==> src/rtl/board_pkg.sv <==
// Shared types for the two-player ship-grid controller: cell codes,
// response codes, request modes and request FSM states.
package board_pkg;

  typedef enum logic [1:0] {
    CELL_EMPTY = 2'b00,
    CELL_SHIP  = 2'b01,
    CELL_HIT   = 2'b10,
    CELL_MISS  = 2'b11
  } cell_t;

  typedef enum logic [1:0] {
    RESP_REJECT = 2'b00,
    RESP_PLACED = 2'b01,
    RESP_HIT    = 2'b10,
    RESP_MISS   = 2'b11
  } resp_t;

  typedef enum logic [1:0] {
    MODE_IDLE        = 2'b00,
    MODE_PLACE_HOST  = 2'b01,
    MODE_PLACE_GUEST = 2'b10,
    MODE_BATTLE      = 2'b11
  } mode_t;

  typedef enum logic [1:0] {
    ST_IDLE = 2'b00,
    ST_EVAL = 2'b01,
    ST_RESP = 2'b10
  } state_t;

endpackage

==> src/rtl/board_cell_array.sv <==
// One player's GRID x GRID cell store: synchronous write port, a
// combinational peek port for the request evaluator and a registered
// render read port. Out-of-range addresses read as EMPTY.
module board_cell_array
  import board_pkg::*;
#(
  parameter int GRID = 10
) (
  input  logic       clk,
  input  logic       rst,
  input  logic       we,
  input  logic [3:0] wx,
  input  logic [3:0] wy,
  input  cell_t      wdata,
  input  logic [3:0] px,
  input  logic [3:0] py,
  output cell_t      peek,
  input  logic [3:0] rd_x,
  input  logic [3:0] rd_y,
  output cell_t      rd_code
);

  localparam logic [3:0] GRID_L = 4'(GRID);

  cell_t cells [GRID][GRID];

  // Cell storage: cleared on reset, one cell written per cycle.
  always_ff @(posedge clk) begin
    if (rst) begin
      for (int i = 0; i < GRID; i++)
        for (int j = 0; j < GRID; j++)
          cells[i][j] <= CELL_EMPTY;
    end else if (we && wx < GRID_L && wy < GRID_L) begin
      cells[wy][wx] <= wdata;
    end
  end

  // Evaluator peek: same-cycle view of the target cell.
  always_comb begin
    peek = CELL_EMPTY;
    if (px < GRID_L && py < GRID_L) peek = cells[py][px];
  end

  // Render port: registered, so a same-cycle write shows the old value.
  always_ff @(posedge clk) begin
    if (rst)                                rd_code <= CELL_EMPTY;
    else if (rd_x < GRID_L && rd_y < GRID_L) rd_code <= cells[rd_y][rd_x];
    else                                    rd_code <= CELL_EMPTY;
  end

endmodule

==> src/rtl/battle_board.sv <==
// Two-player ship-grid controller: placement validation, turn-ordered
// shots, remaining-ship tracking and winner detection.
// Optional build macro BOARD_FOG_EN hides unhit guest ships on the
// guest render port.
module battle_board
  import board_pkg::*;
#(
  parameter int GRID       = 10,
  parameter int SHIP_CELLS = 4,
  parameter int CW         = $clog2(GRID*GRID+1)
) (
  input  logic          clk,
  input  logic          rst,
  input  logic [1:0]    mode,
  input  logic          req_valid,
  output logic          req_ready,
  input  logic          req_player,
  input  logic [3:0]    req_x,
  input  logic [3:0]    req_y,
  output logic          resp_valid,
  output logic [1:0]    resp_code,
  input  logic [3:0]    rd_x,
  input  logic [3:0]    rd_y,
  output logic [1:0]    rd_code_host,
  output logic [1:0]    rd_code_guest,
  output logic [CW-1:0] placed_host,
  output logic [CW-1:0] placed_guest,
  output logic [CW-1:0] left_host,
  output logic [CW-1:0] left_guest,
  output logic          turn,
  output logic          game_over,
  output logic          winner
);

  localparam logic [3:0]    GRID_L = 4'(GRID);
  localparam logic [CW-1:0] SHIPS  = CW'(SHIP_CELLS);
  localparam logic [CW-1:0] ONE    = CW'(1);

  state_t     state;
  mode_t      l_mode;
  logic       l_player;
  logic [3:0] l_x, l_y;

  cell_t h_peek, g_peek, h_rd, g_rd, tgt_cell, wr_data;
  resp_t res;
  logic  wr_ok, tgt_g, in_b;

  // Decide the outcome of the latched request from the target cell.
  always_comb begin
    res      = RESP_REJECT;
    wr_ok    = 1'b0;
    tgt_g    = 1'b0;
    wr_data  = CELL_SHIP;
    in_b     = (l_x < GRID_L) && (l_y < GRID_L);
    tgt_cell = h_peek;
    case (l_mode)
      MODE_PLACE_HOST: begin
        if (in_b && h_peek == CELL_EMPTY && placed_host < SHIPS) begin
          res   = RESP_PLACED;
          wr_ok = 1'b1;
        end
      end
      MODE_PLACE_GUEST: begin
        tgt_g = 1'b1;
        if (in_b && g_peek == CELL_EMPTY && placed_guest < SHIPS) begin
          res   = RESP_PLACED;
          wr_ok = 1'b1;
        end
      end
      MODE_BATTLE: begin
        tgt_g    = ~l_player;
        tgt_cell = tgt_g ? g_peek : h_peek;
        if (placed_host == SHIPS && placed_guest == SHIPS && !game_over &&
            l_player == turn && in_b &&
            (tgt_cell == CELL_EMPTY || tgt_cell == CELL_SHIP)) begin
          wr_ok = 1'b1;
          if (tgt_cell == CELL_SHIP) begin
            res     = RESP_HIT;
            wr_data = CELL_HIT;
          end else begin
            res     = RESP_MISS;
            wr_data = CELL_MISS;
          end
        end
      end
      default: ;
    endcase
  end

  // Request FSM; results and counters land as the FSM enters ST_RESP so
  // they are visible in the resp_valid cycle.
  always_ff @(posedge clk) begin
    if (rst) begin
      state        <= ST_IDLE;
      l_mode       <= MODE_IDLE;
      l_player     <= 1'b0;
      l_x          <= '0;
      l_y          <= '0;
      resp_valid   <= 1'b0;
      resp_code    <= RESP_REJECT;
      placed_host  <= '0;
      placed_guest <= '0;
      left_host    <= '0;
      left_guest   <= '0;
      turn         <= 1'b0;
      game_over    <= 1'b0;
      winner       <= 1'b0;
    end else begin
      resp_valid <= 1'b0;
      case (state)
        ST_IDLE: if (req_valid) begin
          l_mode   <= mode_t'(mode);
          l_player <= req_player;
          l_x      <= req_x;
          l_y      <= req_y;
          state    <= ST_EVAL;
        end
        ST_EVAL: begin
          resp_valid <= 1'b1;
          resp_code  <= res;
          state      <= ST_RESP;
          if (wr_ok && l_mode == MODE_PLACE_HOST) begin
            placed_host <= placed_host + ONE;
            left_host   <= left_host + ONE;
          end
          if (wr_ok && l_mode == MODE_PLACE_GUEST) begin
            placed_guest <= placed_guest + ONE;
            left_guest   <= left_guest + ONE;
          end
          if (wr_ok && l_mode == MODE_BATTLE) begin
            turn <= ~turn;
            if (res == RESP_HIT) begin
              if (tgt_g) left_guest <= left_guest - ONE;
              else       left_host  <= left_host - ONE;
              if ((tgt_g ? left_guest : left_host) == ONE) begin
                game_over <= 1'b1;
                winner    <= l_player;
              end
            end
          end
        end
        ST_RESP: state <= ST_IDLE;
        default: state <= ST_IDLE;
      endcase
    end
  end

  assign req_ready = (state == ST_IDLE);

  board_cell_array #(.GRID(GRID)) u_host (
    .clk(clk), .rst(rst),
    .we(state == ST_EVAL && wr_ok && !tgt_g), .wx(l_x), .wy(l_y), .wdata(wr_data),
    .px(l_x), .py(l_y), .peek(h_peek),
    .rd_x(rd_x), .rd_y(rd_y), .rd_code(h_rd)
  );

  board_cell_array #(.GRID(GRID)) u_guest (
    .clk(clk), .rst(rst),
    .we(state == ST_EVAL && wr_ok && tgt_g), .wx(l_x), .wy(l_y), .wdata(wr_data),
    .px(l_x), .py(l_y), .peek(g_peek),
    .rd_x(rd_x), .rd_y(rd_y), .rd_code(g_rd)
  );

  assign rd_code_host = h_rd;
`ifdef BOARD_FOG_EN
  assign rd_code_guest = (g_rd == CELL_SHIP) ? CELL_EMPTY : g_rd;
`else
  assign rd_code_guest = g_rd;
`endif

endmodule

==> config.mk <==
export PLATFORM = sky130hd
export DESIGN_NAME = battle_board
export DESIGN_NICKNAME = d
export VERILOG_FILES = /design/src/rtl/board_pkg.sv /design/src/rtl/board_cell_array.sv /design/src/rtl/battle_board.sv
export SDC_FILE = /design/constraint.sdc
export NUM_CORES = 1
export LEC_CHECK = 0
export CORE_ASPECT_RATIO = 1.25
export CORE_MARGIN = 2
export CORE_UTILIZATION = 40
export DETAILED_ROUTE_END_ITERATION = 8
export HOLD_SLACK_MARGIN = 0.05
export PLACE_DENSITY = 0.53
export SETUP_SLACK_MARGIN = 0.02
export SLEW_MARGIN = 0
export SYNTH_ARGS = -nofsm -noshare
export SYNTH_HDL_FRONTEND = slang
export SYNTH_SLANG_ARGS = --single-unit
==> constraint.sdc <==
create_clock -name clk -period 7.4 [get_ports clk]
set_input_delay 1.48 -clock clk [delete_from_list [all_inputs] [get_ports clk]]
set_output_delay 1.48 -clock clk [all_outputs]
set_load 0.1 [all_outputs]
* After elaboration in Yosys (flattened, before gate mapping)
Memories as Yosys holds them, arrays and structs flattened. A register that Yosys moved wholly into a read port is not among the register bits. Index checks and enable logic that the tools add are counted. Widths: inputs -> output; s select.
Cells by class: reductions and logical operators 37, $add $sub $neg 6, bitwise operators 5, $lt $le $gt $ge 9, divide/modulo/power cells 0, shift-type cells 0, multiply operators 0, eq/ne operators 11, mux-type cells 59
Operators with widths (count):
- $mux 20 | 6
- $mux 7 | 9
- $reduce_or 20->1 | 2
- $bmux 2 s4 | 4
- $mux 2 | 16
- $add 7x1->7 const B | 4
- $mux 4 | 6
- $logic_and 1x1->1 | 22
- $lt 4x4->1 const B | 4
- $eq 7x3->1 const B | 2
- $lt 7x3->1 const B | 2
- $sub 7x1->7 const B | 2
- $mux 1 | 13
- $ge 5x5->1 const B | 2
- $not 4->5 | 2
- $demux 2 s4 | 1
- $logic_not 2->1 | 4
- $reduce_and 2->1 | 4
- $eq 7x1->1 const B | 1
- $eq 2x1->1 const B | 3
- $eq 2x2->1 const B | 3
- $pmux 2 s3 | 1
- $lt 5x1->1 const B | 1
- $pmux 2 s2 | 1
- other kinds (9) | 12
Word-level totals: output and inout port bits 39, input port bits 22, bits in writable memories 400, logic and storage cells 145, memories 2, bits in latches 0, ROM bits 0, register bits 51
Memory list:
- u_guest.cells | depth 10, width 20, read ports 2, clocked after memory_dff 1, wr ports 10, RTL line board_cell_array.sv:25 | cell_t cells [GRID][GRID];
- u_host.cells | depth 10, width 20, read ports 2, clocked after memory_dff 1, wr ports 10, RTL line board_cell_array.sv:25

* Longest topological paths before layout
Gate-level depths: netlist of the first run.
depth in word-level cells 20, gate-level depth with buffers 18, depth with buffers taken out 10

* By module
A second synthesis of the first run with hierarchy kept.
Unflattened totals: cells, all modules 2783, area, all modules 36895.4 sq um
Modules (own cells, without submodules):
- board_cell_array at u_host | sequential area each 9649.3 sq um, times used 1, cells each 1258, area an instance 17237.8 sq um
- board_cell_array at u_guest | sequential area each 9649.3 sq um, times used 1, cells each 1217, area an instance 17229.0 sq um
- battle_board | sequential area each 940.9 sq um, times used 1, cells each 308, area an instance 2428.6 sq um

* Worst setup path after synthesis of the first run
No wires, ideal clock.
path kind flip-flop to flip-flop, start point register (tool-made name), end point memory u_host.cells[3][15] in the netlist's numbering (data pin), required time 7243 ps, cell stages (with the launch flop) 17, period minus slack after synthesis 4652 ps, slack 2748 ps, arrival 4495 ps, library setup time 157 ps, path through dfxtp_1 -> buf_6 -> buf_4 -> buf_4 -> buf_2 -> mux2i_1 -> nand2_1 -> nand3_1 -> nand4_1 -> o31ai_1 -> nand4_1 -> a21o_1 -> clkbuf_1 -> inv_1 -> nand3_1 -> clkbuf_1 -> nor3_1
RTL lines (RTL line):
- end, declared | board_cell_array.sv:25

==> reports/metrics.csv, run 1 <==
metric,value,unit
status,"finished, final reports clean",
grt_max_degree,103,
core_outline_area,0.09169,mm^2
tritoncts,yes,
post-cts-setup-buffers,0,
clock_latency,660,ps
synth.yosys.warnings,0,
synth-async-reset-ratio,0,
timing_hold_violations_final,0,
num_vias,26629,
overall_die_area,0.09516,mm^2
final.setup.tns,0,ps
n_antenna_cell,0,
timing.final.setup_violations,0,
busiest_layer,met2,
path_clk_slew,60,ps
max_slew_margin,0.09518,
antenna_violations_before_repair,1,
worst-slew-pin-transition,1340,ps
yosys_register_bits,695,
globalRouteOverflowTotal,0,
detail-route-antenna-nets,0,
grt_use_total,0.2886,
synth_enable_flop_cells,640,
io_buffer_count,60,
floorplan.rows,124,
worst_hold_path_type,reg2reg,
leakage_power_total,13.89,nW
met3_usage_in_global_routing,0.05405,
worst_setup_path_start_kind,flop,
post-route-drc-count,0,
crit_path_frequent_cell,sky130_fd_sc_hd__nand4_1,
worstSetupEndpointType,flop,
post_cts_hold_buffer_count,0,
dp.cells,4023,
cp_data_required_time,7740,ps
reg2reg_to,u_guest.cells[0][5]$_SDFFCE_PN0P_,
sum_of_buffers_and_inverters_on_the_critical_path,2,
cts-buffers-inserted,77,
ys_flop_type,sky130_fd_sc_hd__edfxtp_1,
yosysTopAreaCellShare,0.5183,
finClkSkew,30.31,ps
synthDominantAreaCellType,sky130_fd_sc_hd__edfxtp_1,
post_cts_resized,0,
drive_above_1_share,0.1866,
die_width,276.3,um
post_synthesis_sequential_area_ratio,0.5480,
final_max_slew_viol_count,0,
post_synth_most_frequent_cells,"sky130_fd_sc_hd__edfxtp_1 (640), sky130_fd_sc_hd__mux4_2 (287), sky130_fd_sc_hd__nor3_1 (265)",
max_stage_delay,810,ps
floorplan.initialDensity,0.4044,
critical_path_peak_fanout,52,
pin_count,61,
power.density_cell_area,223.2,mW/mm^2
final_min_period_over_clock_period,0.8301,
r2r_setup_slack,1260,ps
drt_first_iter_violations,3300,
grt_pass1_wl,194.5,mm
gr-usage-met2,0.4764,
clkSinkCount,695,
synth.distinct_cells,73,
worst_ir_drop_vdd,0.1556,mV
final.min_clock_period,6143,ps
place_congestion,0.9514,
crit_family,simple AND/OR/NAND/NOR gates,
post-synth-top-count-cell,sky130_fd_sc_hd__edfxtp_1,
critical_path_cell_count,12,
post_layout_nonfiller_instances,4166,
max-cap-violations,0,
grt_use_met1,0.3474,
via_count_of_the_first_global_routing_pass,26312,
post_synth_inst_count,2722,
cts.path.max_buffers,3,
cp_data_arrival_time,6480,ps
dp.final_hpwl,92.68,mm
post_synth_instance_area,0.03708,mm^2
fmax,0.1628,GHz
rr_worst_depth,12,
path_class,reg2reg,
critical_path.slowest_cell,sky130_fd_sc_hd__and2_1,
drt_pre_antenna_iters,7,
synth_area_per_cell,13.62,um^2
die-height,344.4,um
drt-wirelength-per-cell,33.22,um
synth_area_leaders,"sky130_fd_sc_hd__edfxtp_1 (52%), sky130_fd_sc_hd__mux4_2 (17%), sky130_fd_sc_hd__mux2i_1 (4.9%)",
crit_end,u_guest.cells[0][5]$_SDFFCE_PN0P_,
crit_path_cell_trace,buf_12 -> mux2i_1 -> nand2_1 -> nand4_1 -> nand4_1 -> o31ai_1 -> nand4_1 -> or3b_1 -> a311oi_4 -> and2_1 -> buf_4 -> a21o_1,
htree_levels,3,
finish.net_count,2935,
drt_wl_total,138.4,mm
via_per_inst,6.392,
clock_tree.root_cell,sky130_fd_sc_hd__clkbuf_16,
unrepaired_setup_endpoints_after_global_routing,false,
synthToLayoutAreaGrowth,13.69,%
## worst min-delay path, stage by stage (launching register included)
cell and delay [ps]:
sky130_fd_sc_hd__dfxtp_1 310, sky130_fd_sc_hd__nand2_1 50, sky130_fd_sc_hd__a21oi_1 50
## final cells by class
type                    count  area [um^2]
fillers                  8205        49540
multi-input cells        1955        16330
well taps                1197         1498
flip-flops and latches    695        20330
clock buffers             101         2079
inverters                  16        62.56
clock inverters            42        370.4
repair buffers            160         1486
## registers in the layout, indices dropped and copies added (netlist names), 4 cells and up, named ones only
register	flops
u_host.cells	320
left_guest	7
left_host	7
placed_host	7
placed_guest	7
l_x	4
u_guest.cells	320
l_y	4
## cell usage in the layout (no fill, tap or decap), drive strengths merged, types with 48 or more instances in the layout
| cell type | instances |
|---|---|
| buf | 106 |
| a21oi | 48 |
| clkdlybuf4s50 | 54 |
| nand2 | 139 |
| nand3 | 49 |
| nor3 | 265 |
| mux4 | 287 |
| edfxtp | 640 |
| nor2 | 234 |
| conb | 240 |
| o21bai | 77 |
| a22oi | 77 |
| clkbuf | 101 |
| dfxtp | 55 |
| mux2i | 181 |
| a21o | 125 |
## where the power goes
| group | internal, mW | switching [mW] | total (mW) |
|---|---|---|---|
| clock | 2.20 | 1.64 | 3.84 |
| sequential | 4.38 | 0.0932 | 4.48 |
| combinational | 0.403 | 0.692 | 1.10 |
| total | 6.98 | 2.43 | 9.41 |
## logic make-up (layout without fill, tap and decap cells)
family / after synthesis / count (layout) / synth area share
simple gates: 815 / 815 / 0.1040
flops: 695 / 695 / 0.5480
mux: 477 / 477 / 0.2259
compound gates: 412 / 412 / 0.08126
buf+inv: 311 / 319 / 0.03729
fa+ha+maj: 8 / 8 / 0.002700
xor+xnor: 3 / 3 / 0.0007088
other cells: 1 / 240 / 0.0001011
## routing by layer
layer,routed length [um],vias up
met5,12,-
met4,10270,2
met3,12290,409
met2,65980,1645
met1,49820,13719
li1,-,10854
## stage by stage
stage	total power, mW	area, um^2	worst slack, ps	utilization	hold WS [ps]
floorplan	5.203	37970	2748	-	463.0
global placement	5.614	39700	1529	0.4330	439.6
detailed placement	5.624	39700	1516	0.4330	451.8
CTS	9.436	42150	1473	0.4597	461.2
global route	9.629	42150	1099	0.4597	494.4
finish	9.409	42150	1257	0.4597	455.4
## worst min path at each step
stage / start / endpoint / slack [ps] / cells past startpoint
floorplan: l_mode[0]$_SDFFE_PP0P_ / l_mode[0]$_SDFFE_PP0P_ / 460 / 2
global placement: resp_code[1]$_SDFFE_PP0P_ / resp_code[1]$_SDFFE_PP0P_ / 440 / 2
detailed placement: resp_code[1]$_SDFFE_PP0P_ / resp_code[1]$_SDFFE_PP0P_ / 450 / 2
CTS: resp_code[1]$_SDFFE_PP0P_ / resp_code[1]$_SDFFE_PP0P_ / 460 / 2
global route: placed_host[5]$_SDFFE_PP0P_ / placed_host[5]$_SDFFE_PP0P_ / 490 / 1
finish: resp_code[1]$_SDFFE_PP0P_ / resp_code[1]$_SDFFE_PP0P_ / 460 / 2
Power figures use the tool's default switching activity.
==> run 2: changes to the inputs <==
--- a/config.mk
+++ b/config.mk
@@ -10,7 +10,7 @@
 export CORE_UTILIZATION = 40
 export DETAILED_ROUTE_END_ITERATION = 8
 export HOLD_SLACK_MARGIN = 0.05
-export PLACE_DENSITY = 0.53
+export PLACE_DENSITY = 0.55
 export SETUP_SLACK_MARGIN = 0.02
 export SLEW_MARGIN = 0
 export SYNTH_ARGS = -nofsm -noshare
==> constraint.sdc (replaced) <==
create_clock -name clk -period 5.58 [get_ports clk]
set_input_delay 1.116 -clock clk [delete_from_list [all_inputs] [get_ports clk]]
set_output_delay 1.116 -clock clk [all_outputs]
set_load 0.1 [all_outputs]
==> reports/metrics.csv, run 2 (same netlist as run 1, synthesis figures left out) <==
metric,value,unit
status,"finished, final reports clean",
drt-wirelength-per-cell,32.37,um
drt_wl_total,136.5,mm
timing.final.setup_violations,0,
core_outline_area,0.09169,mm^2
antenna_violations_before_repair,3,
final.setup.tns,0,ps
path_class,reg2reg,
die_width,276.3,um
grt_use_total,0.2844,
final.min_clock_period,5401,ps
globalRouteOverflowTotal,0,
drt_first_iter_violations,3601,
num_vias,26953,
worst_setup_path_start_kind,flop,
finClkSkew,30.46,ps
floorplan.initialDensity,0.4044,
cp_data_required_time,5900,ps
worstSetupEndpointType,flop,
post-route-drc-count,0,
post_cts_hold_buffer_count,0,
path_clk_slew,60,ps
clock_tree.root_cell,sky130_fd_sc_hd__clkbuf_16,
cp_data_arrival_time,5720,ps
timing_hold_violations_final,0,
place_congestion,0.9501,
via_count_of_the_first_global_routing_pass,26825,
fmax,0.1851,GHz
dp.final_hpwl,93.22,mm
leakage_power_total,14.28,nW
mostFrequentLayoutCell,sky130_fd_sc_hd__edfxtp_1,
die-height,344.4,um
post-cts-setup-buffers,0,
mostFrequentLayoutCells,"sky130_fd_sc_hd__edfxtp_1 (640), sky130_fd_sc_hd__mux4_2 (287), sky130_fd_sc_hd__nor3_1 (265), sky130_fd_sc_hd__conb_1 (240), sky130_fd_sc_hd__nor2_1 (232)",
layout.filler_cells,8190,
finish.net_count,2992,
detail-route-antenna-nets,0,
cts-buffers-inserted,73,
critical_path_peak_fanout,49,
worst_hold_path_type,reg2reg,
io_buffer_count,60,
clkSinkCount,695,
largest_registers,"u_guest.cells (320), u_host.cells (320)",
drive_above_1_share,0.2012,
via_per_inst,6.392,
final_design_area_no_fill,0.04284,mm^2
floorplan.rows,124,
final_max_slew_viol_count,0,
min-delay-start,resp_code[1]$_SDFFE_PP0P_,
final.hold.worst_slack,454.4,ps
final_util,0.4672,
worst-slew-pin-transition,1247,ps
max_slew_margin,0.1654,
overall_die_area,0.09516,mm^2
tritoncts,yes,
htree_levels,3,
cts.path.max_buffers,3,
post_cts_resized,0,
pin_count,61,
max-cap-violations,0,
drt_pre_antenna_iters,6,
placedInstanceArea,0.04036,mm^2
grt_max_degree,100,
grt_pass1_wl,192.9,mm
synthToLayoutAreaGrowth,15.54,%
clock_latency,660,ps
unrepaired_setup_endpoints_after_global_routing,false,
final_min_period_over_clock_period,0.9680,
worst_ir_drop_vdd,0.2279,mV
power.density_cell_area,292.7,mW/mm^2
-- run 2: cell count changes in the layout (fill, tap and decap cells not counted), sizes merged --
cell | before | now
inv | 17 | 15
buf | 106 | 167
clkinvlp | 0 | 1
diode | 0 | 3
bufinv | 6 | 8
clkbuf | 101 | 93
clkinv | 35 | 29
-- run 2: final timing paths --
kind,to,slack [ps],depth (start not counted)
worst min register to register,resp_code[1]$_SDFFE_PP0P_,450,2
worst max-delay path,u_guest.cells[5][10]$_SDFFCE_PN0P_,180,10
worst min-delay path,resp_code[1]$_SDFFE_PP0P_,450,2
worst max register to register,u_guest.cells[5][10]$_SDFFCE_PN0P_,180,10
-- run 2: area by class of cell --
type                    instances  area (um^2)  share of cell area
clock buffers                  93         2079             0.04854
multi-input cells            1955        16300              0.3805
inverters                      16        62.56            0.001460
flip-flops and latches        695        20330              0.4746
repair buffers                221         2170             0.05065
diodes                          3        7.507           0.0001752
clock inverters                37        387.9            0.009055
well taps                    1197         1498             0.03496
-- run 2: layer usage --
layer / part of all wire / up-vias / global-route usage / wire length (um)
met1: 0.35 / 13764 / 0.3413 / 48220
met2: 0.48 / 1744 / 0.4667 / 65080
met5: 0.000081 / - / 0 / 11
met4: 0.075 / 2 / 0.1886 / 10290
li1: - / 10977 / - / -
met3: 0.095 / 466 / 0.05988 / 12920
-- run 2: per-stage QoR --
step                worst slack (ps)  total power, mW  std cells
finish                         178.6            12.54       4217
global route                   88.58            12.83       4214
CTS                            254.4            12.56       4214
detailed placement             307.6            7.473       4084
global placement               357.4            7.451       4084
floorplan                      927.9            6.900       2961
-- run 2: critical path: stages, from the launching register on --
cell and delay [ps]:
sky130_fd_sc_hd__dfxtp_4 730, sky130_fd_sc_hd__buf_4 320, sky130_fd_sc_hd__mux4_2 580, sky130_fd_sc_hd__a32o_1 240
sky130_fd_sc_hd__o31ai_1 610, sky130_fd_sc_hd__or3b_1 540, sky130_fd_sc_hd__or3b_1 520, sky130_fd_sc_hd__a311oi_4 700
sky130_fd_sc_hd__nand2_2 230, sky130_fd_sc_hd__buf_12 270, sky130_fd_sc_hd__o21bai_1 260
-- run 2: report_power, final --
part / switching (mW) / leakage (nW) / total [mW] / internal (mW)
combinational: 0.905 / 6.43 / 1.46 / 0.557
sequential: 0.129 / 6.63 / 5.94 / 5.81
clock: 2.13 / 1.22 / 5.13 / 3.00
total: 3.17 / 14.3 / 12.5 / 9.37
